[src/rtl/uart_tx_fifo.sv]
// uart_tx_fifo: byte FIFO in front of an 8N1 UART transmitter (LSB first).
// Ports: clk, rst (async high), data_i/valid_i/ready_o push side, level_o, busy_o, tx_o line.
module uart_tx_fifo #(
  parameter int CLK_HZ     = 28500000,
  parameter int BAUD_RATE  = 115200,
  parameter int FIFO_DEPTH = 16
) (
  input  logic                        clk,
  input  logic                        rst,
  input  logic [7:0]                  data_i,
  input  logic                        valid_i,
  output logic                        ready_o,
  output logic [$clog2(FIFO_DEPTH):0] level_o,
  output logic                        busy_o,
  output logic                        tx_o
);

  localparam int DIV = (CLK_HZ + BAUD_RATE / 2) / BAUD_RATE;
  localparam int AW  = $clog2(FIFO_DEPTH);
  localparam int CW  = $clog2(DIV);

  localparam logic [AW:0]   FULL = (AW + 1)'(FIFO_DEPTH);
  localparam logic [CW-1:0] LAST = CW'(DIV - 1);

  if (DIV < 4) begin : g_div_chk
    $error("uart_tx_fifo: baud divider below 4");
  end

  if (FIFO_DEPTH < 2 || (FIFO_DEPTH & (FIFO_DEPTH - 1)) != 0) begin : g_depth_chk
    $error("uart_tx_fifo: FIFO_DEPTH must be a power of 2, >= 2");
  end

  typedef enum logic [1:0] {
    IDLE,
    START,
    DATA,
    STOP
  } state_t;

  state_t        state;
  logic [7:0]    mem [FIFO_DEPTH];
  logic [AW-1:0] wptr;
  logic [AW-1:0] rptr;
  logic [AW:0]   level;
  logic [CW-1:0] cnt;
  logic [2:0]    bit_idx;
  logic [7:0]    shift;
  logic          tx;

  logic has_data;
  logic tick;
  logic push;
  logic pop;

  assign has_data = (level != '0);
  assign tick     = (cnt == LAST);
  assign ready_o  = (level < FULL);
  assign push     = valid_i && ready_o;

  // Pops only when the FSM loads a frame; level is the registered value,
  // so a byte pushed into an empty FIFO waits one edge (no bypass).
  assign pop = has_data && ((state == IDLE) || (state == STOP && tick));

  always_ff @(posedge clk) begin
    if (push) begin
      mem[wptr] <= data_i;
    end
  end

  always_ff @(posedge clk or posedge rst) begin
    if (rst) begin
      state   <= IDLE;
      cnt     <= '0;
      bit_idx <= '0;
      shift   <= '0;
      tx      <= 1'b1;
      wptr    <= '0;
      rptr    <= '0;
      level   <= '0;
    end else begin
      if (push) begin
        wptr <= wptr + 1'b1;
      end
      if (pop) begin
        rptr <= rptr + 1'b1;
      end
      level <= level + (AW + 1)'(push) - (AW + 1)'(pop);

      unique case (state)
        IDLE: begin
          cnt <= '0;
          if (pop) begin
            shift <= mem[rptr];
            tx    <= 1'b0;
            state <= START;
          end
        end
        START: begin
          if (tick) begin
            cnt     <= '0;
            tx      <= shift[0];
            shift   <= shift >> 1;
            bit_idx <= '0;
            state   <= DATA;
          end else begin
            cnt <= cnt + 1'b1;
          end
        end
        DATA: begin
          if (tick) begin
            cnt <= '0;
            if (bit_idx == 3'd7) begin
              tx    <= 1'b1;
              state <= STOP;
            end else begin
              bit_idx <= bit_idx + 1'b1;
              tx      <= shift[0];
              shift   <= shift >> 1;
            end
          end else begin
            cnt <= cnt + 1'b1;
          end
        end
        STOP: begin
          if (tick) begin
            cnt <= '0;
            // Next byte starts right away: no idle gap between frames.
            if (pop) begin
              shift <= mem[rptr];
              tx    <= 1'b0;
              state <= START;
            end else begin
              state <= IDLE;
            end
          end else begin
            cnt <= cnt + 1'b1;
          end
        end
        default: begin
          state <= IDLE;
        end
      endcase
    end
  end

  assign level_o = level;
  assign tx_o    = tx;
  assign busy_o  = (state != IDLE) || has_data;

endmodule

[config.mk]
export PLATFORM = sky130hd
export DESIGN_NAME = uart_tx_fifo
export DESIGN_NICKNAME = d
export VERILOG_FILES = /design/src/rtl/uart_tx_fifo.sv
export SDC_FILE = /design/constraint.sdc
export NUM_CORES = 1
export LEC_CHECK = 0
export ABC_AREA = 0
export BUFFER_PORTS_ARGS = -buffer_cell sky130_fd_sc_hd__buf_2
export CORE_MARGIN = 2
export CORE_UTILIZATION = 46
export CTS_CLUSTER_DIAMETER = 30
export CTS_CLUSTER_SIZE = 25
export DETAILED_ROUTE_END_ITERATION = 7
export SYNTH_ARGS = -nofsm -noshare
export SYNTH_HDL_FRONTEND = slang
export SYNTH_SLANG_ARGS = --single-unit
[constraint.sdc]
create_clock -name clk -period 2.3 [get_ports clk]
set_clock_uncertainty 0.05 [all_clocks]
set_input_delay 0.115 -clock clk [delete_from_list [all_inputs] [get_ports clk]]
set_output_delay 0.115 -clock clk [all_outputs]
set_load 0.01 [all_outputs]
==> impl_metrics.env, run 1 <==
export IMPL_worst_r2r_cell_count=13
export IMPL_critical_path_most_common_cell="inv_1"
export IMPL_max_vdd_ir_drop_uv=683.8
export IMPL_postSynth_asyncResetShare_pct=21.47
export IMPL_holdCritStartpoint="data_i[4]"
export IMPL_grt_overflow=0
export IMPL_die_w_um=127.8
export IMPL_fin_total_pwr_mw=7.347
export IMPL_cts_root_buf="clkbuf_16"
export IMPL_die_area_um2=16330
export IMPL_cp_top_family="adder cells"
export IMPL_pwr_share_seq_pct=48.1
export IMPL_p_clk_share_pct=39.3
export IMPL_syn_inst=413
export IMPL_htree_levels=4
export IMPL_synth_edf_count=128
export IMPL_hold_path_depth=1
export IMPL_finalWirelength_um=13120
export IMPL_via_count=3735
export IMPL_route_detailed_drc=0
export IMPL_n_fill_cell=1204
export IMPL_grt_first_pass_wirelength_um=21050
export IMPL_yosysUniqueCellTypes=51
export IMPL_status="finished clean"
export IMPL_path_clk_slew_ns=0.07
export IMPL_grt_max_degree=33
export IMPL_r2r_start="cnt[0]$_DFF_PP0_"
export IMPL_dpl_hpwl_um=8778
export IMPL_synth_seq_cells=163
export IMPL_crit_arrival_ns=2.58
export IMPL_cp_cell_sequence="inv_1 -> ha_1 -> and4b_1 -> a31oi_4 -> nor2_4 -> xnor2_2 -> ha_2 -> inv_1 -> fa_2 -> inv_2 -> a21oi_1 -> o21bai_1 -> xnor2_1"
export IMPL_num_rows=45
export IMPL_maxSlewViolCount=0
export IMPL_fin_util_pct=54.83
export IMPL_clk_latency_ns=0.42
export IMPL_avgSynthCellArea_um2=17.07
export IMPL_r2r_end="level_o[4]$_DFF_PP0_"
export IMPL_hold_viol_final=0
export IMPL_synthesis_nets=444
export IMPL_holdWs_ns=0.01705
export IMPL_drive_above_1_share_pct=29.51
export IMPL_drt_iter0_drc=274
export IMPL_setup_viol=0
export IMPL_maxCapViolations=0
export IMPL_layout_setup_ws_ns=0.01100
export IMPL_dr_pass1_iters=6
export IMPL_p_int_mw=5.497
export IMPL_final_cell_mix="128 x edfxtp_1, 41 x buf_4, 33 x mux4_2, 33 x dfrtp_1, 23 x and2_1"
export IMPL_total_leakage_power_nw=3.067
export IMPL_ios=19
export IMPL_powerDensity_nw_per_um2=887.9
export IMPL_syn_to_final_growth_pct=17.36
export IMPL_holdPathEnd="mem[6][4]$_DFFE_PP_"
export IMPL_required_ns=2.59
export IMPL_rsz0062_at_grt="yes"
export IMPL_clock_path_buffers=2
export IMPL_comb_power_share_pct=12.6
export IMPL_ys_seq_area_share_pct=66.96
export IMPL_setup_tns_ns=0
export IMPL_path_buf_inv=3
export IMPL_port_buffers=18
export IMPL_grt_pass1_vias=3794
export IMPL_end_kind="register"
export IMPL_initial_core_util_pct=46.72
export IMPL_switching_share_pct=25.17
export IMPL_grt_util_all_layers_pct=17.40
export IMPL_dp_slack_ns=-0.05600
export IMPL_yosys_most_used_dff="edfxtp_1"
export IMPL_clock_sinks=163
export IMPL_crit_fanout=2
export IMPL_reg2reg_slack_ns=0.01
export IMPL_postRouteAntennaNets=0
export IMPL_layout_min_cycle_time_ns=2.289
export IMPL_cts_buffers=17
export IMPL_switchingPower_mw=1.849
export IMPL_gp_congestion=0.7440
export IMPL_fp_coreArea_um2=15090
export IMPL_fp_dieH_um=127.8
export IMPL_cts_tree="yes"
export IMPL_hold_class="primary input to register"
export IMPL_antenna_found_initial=0
export IMPL_cp_slowest_cell="dfrtp_1"
export IMPL_slew_headroom_pct=45.03
export IMPL_finalNetCount=506
export IMPL_synth_area_um2=7051
export IMPL_worstMarginPinSlew_ns=0.8236
export IMPL_yosys_warnings=0
export IMPL_layout_commonest_cell="edfxtp_1"
export IMPL_fin_crit_sh_pct=99.52
export IMPL_start_kind="register"
export IMPL_wl_per_cell_um=19.41
export IMPL_max_stage_delay_ns=0.38
export IMPL_routed_via_density=5.525
export IMPL_critPathKind="register to register"
export IMPL_clock_fmax_mhz=436.9
export IMPL_n_antenna_cell=0
-- how the worst max path moves through the flow --
stage / endpoint / slack, ns / depth (start not counted) / startpoint
after CTS: level_o[4]$_DFF_PP0_ / -0.03 / 13 / cnt[0]$_DFF_PP0_
after detailed placement: level_o[4]$_DFF_PP0_ / -0.06 / 13 / cnt[0]$_DFF_PP0_
final: level_o[4]$_DFF_PP0_ / 0.01 / 13 / cnt[0]$_DFF_PP0_
after global routing: level_o[4]$_DFF_PP0_ / -0.14 / 13 / cnt[0]$_DFF_PP0_
after global placement: level_o[4]$_DFF_PP0_ / 0.009 / 13 / cnt[0]$_DFF_PP0_
after floorplan: level_o[4]$_DFF_PP0_ / -0.15 / 14 / cnt[0]$_DFF_PP0_
-- sequential cells by signal, indices dropped and copies added, names as in the netlist --
register	count
rptr	4
cnt	8
shift	8
mem	128
wptr	4
tx_o	1
level_o	5
state	2
bit_idx	3
-- Yosys cell counts (all sizes together) (8+ instances only) --
cell type | n | area share [%]
mux2i | 8 | 1.1
a22o | 18 | 2.2
buf | 13 | 1.3
o21ai | 9 | 0.64
and2 | 23 | 2.0
ha | 19 | 3.4
a21oi | 8 | 0.57
inv | 17 | 0.91
dfrtp | 34 | 12
mux4 | 33 | 11
edfxtp | 128 | 55
nand2 | 9 | 0.48
nand4 | 8 | 0.71
nor2 | 12 | 0.64
xor2 | 9 | 1.1
-- logic make-up after synthesis --
group / synth area share (%)
xor gates and xnor gates: 1.988
muxes: 11.84
buffers and inverters: 2.591
DFF: 66.96
adders and majority gates: 3.656
and+or+nand+nor: 6.690
AOI/OAI and AO/OA: 6.282
-- power groups by stage --
stage | Sequential, mW | Clock (mW) | Combinational (mW)
floorplan | 3.61 | 0 | 0.526
global placement | 3.58 | 0 | 0.914
detailed placement | 3.59 | 0 | 0.925
CTS | 3.53 | 2.95 | 0.939
global route | 3.55 | 3.07 | 1.03
finish | 3.53 | 2.89 | 0.926
-- routing by layer --
| layer | vias to the layer above | GRT usage, % | share of wire [%] | wire, µm |
|---|---|---|---|---|
| li1 | 1734 | - | - | - |
| met1 | 1942 | 23.15 | 46 | 5986 |
| met2 | 49 | 28.72 | 50 | 6620 |
| met3 | 10 | 4.341 | 2.9 | 386 |
| met4 | 0 | 5.042 | 0.95 | 125 |
| met5 | - | 0 | 0 | 0 |
-- through the flow --
stage | std cells | cell area, µm²
2_1_floorplan | 413 | 7063
4_1_cts | 676 | 8274
5_1_grt | 676 | 8274
6_report | 676 | 8274
3_5_place_dp | 643 | 7639
3_3_place_gp | 643 | 7639
-- layout make-up --
| class | count | area (µm²) | area share (%) |
|---|---|---|---|
| Sequential cell | 163 | 4722 | 57.07 |
| Multi-Input combinational cell | 213 | 2172 | 26.25 |
| Timing Repair Buffer | 63 | 467.9 | 5.656 |
| Clock buffer | 17 | 425.4 | 5.141 |
| Tap cell | 188 | 235.2 | 2.843 |
| Clock inverter | 15 | 187.7 | 2.268 |
| Inverter | 17 | 63.81 | 0.7712 |
-- what timing repair did --
| item | 4_1_cts | 5_1_grt |
|---|---|---|
| pin swaps | 1 | 1 |
| hold buffers | 1 | 0 |
| endpoints found under the hold margin | 17 | 0 |
| setup endpoints to repair | 2 | 2 |
| buffers inserted | 0 | 0 |
| resized for setup | 2 | 1 |
(Power assumes the default switching activity.)
==> inputs of run 2 (changes only) <==
--- a/config.mk
+++ b/config.mk
@@ -7,11 +7,11 @@
 export LEC_CHECK = 0
 export ABC_AREA = 0
 export BUFFER_PORTS_ARGS = -buffer_cell sky130_fd_sc_hd__buf_2
-export CORE_MARGIN = 2
-export CORE_UTILIZATION = 46
+export CORE_UTILIZATION = 55
 export CTS_CLUSTER_DIAMETER = 30
 export CTS_CLUSTER_SIZE = 25
 export DETAILED_ROUTE_END_ITERATION = 7
+export PLACE_DENSITY = 0.72
 export SYNTH_ARGS = -nofsm -noshare
 export SYNTH_HDL_FRONTEND = slang
 export SYNTH_SLANG_ARGS = --single-unit
==> constraint.sdc (replaced) <==
create_clock -name clk -period 2.8 [get_ports clk]
set_clock_uncertainty 0.05 [all_clocks]
set_input_delay 0.14 -clock clk [delete_from_list [all_inputs] [get_ports clk]]
set_output_delay 0.14 -clock clk [all_outputs]
set_load 0.01 [all_outputs]
==> impl_metrics.env, run 2 (synthesis gave the netlist of run 1 again) <==
export IMPL_clock_fmax_mhz=393.1
export IMPL_reg2reg_slack_ns=0.26
export IMPL_grt_util_all_layers_pct=22.50
export IMPL_worstMarginPinSlew_ns=0.6328
export IMPL_setup_viol=0
export IMPL_routed_via_density=5.830
export IMPL_dp_cells=590
export IMPL_cts_resized=0
export IMPL_required_ns=3.10
export IMPL_status="finished clean"
export IMPL_htree_levels=4
export IMPL_cts_root_buf="clkbuf_16"
export IMPL_cts_tree="yes"
export IMPL_top_register="mem"
export IMPL_max_vdd_ir_drop_uv=567.2
export IMPL_n_antenna_cell=0
export IMPL_maxCapViolations=0
export IMPL_maxSlewViolCount=0
export IMPL_path_clk_slew_ns=0.07
export IMPL_startpoint="cnt[0]$_DFF_PP0_"
export IMPL_finalNonFillerCells=623
export IMPL_fp_dieH_um=115.2
export IMPL_drive_above_1_share_pct=22.42
export IMPL_powerDensity_nw_per_um2=722.2
export IMPL_finalNetCount=473
export IMPL_route_detailed_drc=0
export IMPL_grt_pass1_vias=3831
export IMPL_grt_max_degree=36
export IMPL_max_stage_delay_ns=0.42
export IMPL_finalWirelength_um=13060
export IMPL_hold_class="primary input to register"
export IMPL_cts_setup_buffers=0
export IMPL_slew_headroom_pct=57.73
export IMPL_port_buffers=18
export IMPL_final_cell_mix="128 x edfxtp_1, 33 x mux4_2, 33 x dfrtp_1"
export IMPL_largest_reg_flops=128
export IMPL_wl_per_cell_um=20.97
export IMPL_postRouteAntennaNets=0
export IMPL_dr_pass1_iters=4
export IMPL_hold_path_depth=1
export IMPL_ios=19
export IMPL_worst_r2r_cell_count=13
export IMPL_crit_fanout=5
export IMPL_fin_crit_sh_pct=90.86
export IMPL_total_leakage_power_nw=2.846
export IMPL_clock_path_buffers=2
export IMPL_crit_arrival_ns=2.84
export IMPL_r2r_end="level_o[4]$_DFF_PP0_"
export IMPL_hold_viol_final=0
export IMPL_die_area_um2=13280
export IMPL_cp_slowest_cell="dfrtp_1"
export IMPL_critPathKind="register to register"
export IMPL_die_w_um=115.2
export IMPL_layout_min_cycle_time_ns=2.544
export IMPL_num_rows=40
export IMPL_cts_buffers=17
export IMPL_layout_commonest_cell="edfxtp_1"
export IMPL_grt_overflow=0
export IMPL_rsz0062_at_grt="no"
export IMPL_grt_first_pass_wirelength_um=20950
export IMPL_clock_sinks=163
export IMPL_drt_iter0_drc=270
export IMPL_initial_core_util_pct=57.50
export IMPL_cp_cell_sequence="inv_1 -> ha_1 -> and4b_1 -> a31oi_4 -> nor2_1 -> xnor2_1 -> ha_1 -> inv_1 -> fa_1 -> inv_1 -> a21oi_1 -> o21bai_1 -> xnor2_1"
export IMPL_r2r_start="cnt[0]$_DFF_PP0_"
export IMPL_dpl_hpwl_um=8345
export IMPL_start_kind="register"
export IMPL_via_count=3632
export IMPL_antenna_found_initial=0
export IMPL_setup_tns_ns=0
export IMPL_critical_path_most_common_cell="inv_1"
export IMPL_gp_congestion=0.7545
export IMPL_holdPathEnd="mem[1][2]$_DFFE_PP_"
export IMPL_end_kind="register"
export IMPL_reg_top3="mem (128), cnt (8), shift (8)"
export IMPL_syn_to_final_growth_pct=11.61
export IMPL_fp_coreArea_um2=12260
export IMPL_holdCritStartpoint="data_i[2]"
export IMPL_clk_latency_ns=0.43
-- run 2: cell types whose count changed in the layout (fill, tap and decap cells not counted), sizes merged --
| cell | previous run | this run |
|---|---|---|
| bufinv | 2 | 0 |
| buf | 62 | 29 |
| clkinv | 4 | 8 |
| inv | 25 | 23 |
-- run 2: metal layers --
metal / vias to the layer above / track usage (%) / share of wire [%]
met5: - / 0 / 0
met4: 0 / 8.139 / 1.5
met3: 16 / 7.064 / 4.5
met2: 83 / 36.59 / 50
met1: 1867 / 28.74 / 44
li1: 1666 / - / -
-- run 2: how the worst max path moves through the flow --
| stage | endpoint | slack (ns) | cells past startpoint |
|---|---|---|---|
| after detailed placement | level_o[4]$_DFF_PP0_ | 0.32 | 13 |
| after CTS | level_o[4]$_DFF_PP0_ | 0.25 | 13 |
| after floorplan | level_o[4]$_DFF_PP0_ | 0.27 | 14 |
| after global placement | level_o[4]$_DFF_PP0_ | 0.37 | 13 |
| final | level_o[4]$_DFF_PP0_ | 0.26 | 13 |
| after global routing | level_o[4]$_DFF_PP0_ | 0.10 | 13 |
-- run 2: power by group --
group / total (mW) / switching, mW / internal [mW]
clock: 2.11 / 0.967 / 1.14
sequential: 2.93 / 0.121 / 2.81
combinational: 0.649 / 0.370 / 0.279
-- run 2: timing repair --
item	4_1_cts	5_1_grt
hold buffers	1	0
endpoints found under the setup margin	0	0
endpoints found under the hold margin	34	0
-- run 2: metrics by stage --
| stage | util (%) | instance area [µm²] | hold WS [ns] | power (mW) | setup slack, ns |
|---|---|---|---|---|---|
| floorplan | - | 7051 | 0.1889 | 3.393 | 0.2683 |
| finish | 64.17 | 7869 | 0.04022 | 5.683 | 0.2558 |
| CTS | 64.17 | 7869 | 0.01834 | 5.727 | 0.2495 |
| global placement | 59.77 | 7328 | 0.2131 | 3.603 | 0.3697 |
| global route | 64.17 | 7869 | 0.03104 | 5.916 | 0.1015 |
| detailed placement | 59.77 | 7328 | 0.2176 | 3.634 | 0.3176 |
-- run 2: worst max-delay path, delay by kind of cell (launching register included) --
family | cells | cell delay, ns
compound gates | 3 | 0.42
simple gates | 2 | 0.32
flops | 1 | 0.42
fa+ha+maj | 3 | 0.77
buf+inv | 3 | 0.20
xor+xnor | 2 | 0.30
-- run 2: layout make-up --
type | count | area [µm²]
Clock buffer | 17 | 425.4
Clock inverter | 15 | 105.1
Fill cell | 848 | 4393
Inverter | 17 | 63.81
Multi-Input combinational cell | 213 | 2147
Sequential cell | 163 | 4722
Tap cell | 168 | 210.2
Timing Repair Buffer | 30 | 195.2
==> inputs of run 3 (changes only) <==
--- a/config.mk
+++ b/config.mk
@@ -7,11 +7,10 @@
 export LEC_CHECK = 0
 export ABC_AREA = 0
 export BUFFER_PORTS_ARGS = -buffer_cell sky130_fd_sc_hd__buf_2
-export CORE_UTILIZATION = 55
+export CORE_UTILIZATION = 40
 export CTS_CLUSTER_DIAMETER = 30
 export CTS_CLUSTER_SIZE = 25
 export DETAILED_ROUTE_END_ITERATION = 7
-export PLACE_DENSITY = 0.72
 export SYNTH_ARGS = -nofsm -noshare
 export SYNTH_HDL_FRONTEND = slang
 export SYNTH_SLANG_ARGS = --single-unit
==> impl_metrics.env, run 3 (synthesis gave the netlist of run 1 again) <==
export IMPL_grt_max_degree=33
export IMPL_r2r_end="level_o[3]$_DFF_PP0_"
export IMPL_cts_tree="yes"
export IMPL_layout_commonest_cell="edfxtp_1"
export IMPL_clock_sinks=163
export IMPL_route_detailed_drc=1
export IMPL_fin_util_pct=46.08
export IMPL_gp_congestion=0.7493
export IMPL_hold_path_depth=1
export IMPL_drt_iter0_drc=268
export IMPL_violations="design-rule violations"
export IMPL_via_count=3640
export IMPL_die_w_um=134.8
export IMPL_wl_per_cell_um=19.61
export IMPL_cts_setup_buffers=0
export IMPL_hold_viol_final=0
export IMPL_drive_above_1_share_pct=22.79
export IMPL_routed_via_density=5.377
export IMPL_required_ns=3.09
export IMPL_die_area_um2=18160
export IMPL_clock_fmax_mhz=386.9
export IMPL_setup_tns_ns=0
export IMPL_clk_latency_ns=0.42
export IMPL_holdCritStartpoint="data_i[7]"
export IMPL_r2r_start="cnt[0]$_DFF_PP0_"
export IMPL_syn_to_final_growth_pct=12.65
export IMPL_htree_levels=4
export IMPL_reg_top3="mem (128), cnt (8), shift (8)"
export IMPL_top_register="mem"
export IMPL_antenna_found_initial=0
export IMPL_crit_arrival_ns=2.87
export IMPL_comb_power_share_pct=11.6
export IMPL_finalNetCount=470
export IMPL_start_kind="register"
export IMPL_cp_slowest_cell="dfrtp_1"
export IMPL_end_kind="register"
export IMPL_switchingPower_mw=1.504
export IMPL_final_cell_mix="128 x edfxtp_1, 33 x mux4_2, 32 x dfrtp_1"
export IMPL_hold_class="primary input to register"
export IMPL_finalWirelength_um=13280
export IMPL_largest_reg_flops=128
export IMPL_p_int_mw=4.257
export IMPL_regArea_um2=4723
export IMPL_worst_r2r_cell_count=11
export IMPL_grt_util_all_layers_pct=15.86
export IMPL_grt_first_pass_wirelength_um=20880
export IMPL_layout_min_cycle_time_ns=2.585
export IMPL_reg2reg_slack_ns=0.22
export IMPL_slew_headroom_pct=47.50
export IMPL_fp_coreArea_um2=17240
export IMPL_maxCapViolations=0
export IMPL_postRouteAntennaNets=0
export IMPL_cts_root_buf="clkbuf_16"
export IMPL_worstMarginPinSlew_ns=0.7875
export IMPL_clock_path_buffers=2
export IMPL_p_clk_share_pct=37.7
export IMPL_fin_crit_sh_pct=92.32
export IMPL_pwr_share_seq_pct=50.7
export IMPL_fp_dieH_um=134.8
export IMPL_n_fill_cell=1433
export IMPL_grt_pass1_vias=3737
export IMPL_n_antenna_cell=0
export IMPL_rsz0062_at_grt="no"
export IMPL_cts_buffers=17
export IMPL_fin_total_pwr_mw=5.761
export IMPL_total_leakage_power_nw=2.840
export IMPL_port_buffers=18
export IMPL_max_stage_delay_ns=0.42
export IMPL_status="complete, but fails checks"
export IMPL_ios=19
export IMPL_crit_fanout=6
export IMPL_holdPathEnd="mem[0][7]$_DFFE_PP_"
export IMPL_dr_pass1_iters=6
export IMPL_num_rows=48
export IMPL_setup_viol=0
export IMPL_path_clk_slew_ns=0.07
export IMPL_initial_core_util_pct=40.90
export IMPL_switching_share_pct=26.11
export IMPL_maxSlewViolCount=0
export IMPL_critPathKind="register to register"
export IMPL_max_vdd_ir_drop_uv=438.5
export IMPL_grt_overflow=0
export IMPL_powerDensity_nw_per_um2=725.3
export IMPL_multiInputGateArea_um2=2150
export IMPL_cp_cell_sequence="inv_1 -> ha_1 -> and4b_1 -> a31oi_4 -> buf_4 -> nor3_1 -> inv_1 -> ha_1 -> a21o_1 -> a21oi_1 -> xor2_1"
export IMPL_dpl_hpwl_um=8720
## run 3: how the worst max path moves through the flow
stage	slack (ns)	start	end	cells past startpoint
CTS	0.11	cnt[0]$_DFF_PP0_	level_o[4]$_DFF_PP0_	13
floorplan	0.27	cnt[0]$_DFF_PP0_	level_o[4]$_DFF_PP0_	14
global placement	0.29	cnt[0]$_DFF_PP0_	level_o[4]$_DFF_PP0_	13
detailed placement	0.15	cnt[0]$_DFF_PP0_	level_o[4]$_DFF_PP0_	13
finish	0.22	cnt[0]$_DFF_PP0_	level_o[3]$_DFF_PP0_	11
global route	0.005	cnt[0]$_DFF_PP0_	level_o[3]$_DFF_PP0_	11
## run 3: power by group through the flow
stage	clock network (mW)	logic, mW	registers, mW
global placement	0	0.649	2.96
CTS	2.22	0.685	2.92
detailed placement	0	0.680	2.97
global route	2.30	0.756	2.94
finish	2.17	0.666	2.92
floorplan	0	0.429	2.96
## run 3: repair_timing
action                                 4_1_cts  5_1_grt
endpoints found under the hold margin       16        0
setup endpoints to repair                    0        1
hold buffers                                 1        0
resized for setup                            0        1
## run 3: layout make-up
| cell class | instances | share of cell area [%] |
|---|---|---|
| Sequential cell | 163 | 59.47 |
| Multi-Input combinational cell | 213 | 27.06 |
| Clock buffer | 18 | 5.403 |
| Tap cell | 225 | 3.544 |
| Timing Repair Buffer | 27 | 2.174 |
| Clock inverter | 14 | 1.544 |
| Inverter | 17 | 0.8034 |
## run 3: per-stage QoR
step	cells	hold slack [ns]	setup slack, ns	area (µm²)
after floorplan	413	0.1889	0.2683	7051
after global placement	644	0.2092	0.2941	7378
after detailed placement	644	0.2225	0.1528	7378
after CTS	677	0.02700	0.1124	7940
after global routing	677	0.03729	0.004816	7943
final	677	0.04478	0.2152	7943
## run 3: critical path: cells and delay by family, from the launching register on
| family | cells | cell delay [ns] |
|---|---|---|
| simple gates | 2 | 0.60 |
| compound gates | 3 | 0.49 |
| fa+ha+maj | 2 | 0.42 |
| flops | 1 | 0.42 |
| buf+inv | 3 | 0.35 |
| xor+xnor | 1 | 0.17 |
## run 3: per-layer routing
layer  track usage [%]  vias up  routed length (µm)
li1                  -     1671                   -
met1             20.00     1896                5800
met2             26.58       58                6847
met3             3.566       15                 429
met4             6.305        0                 199
met5                 0        -                   0
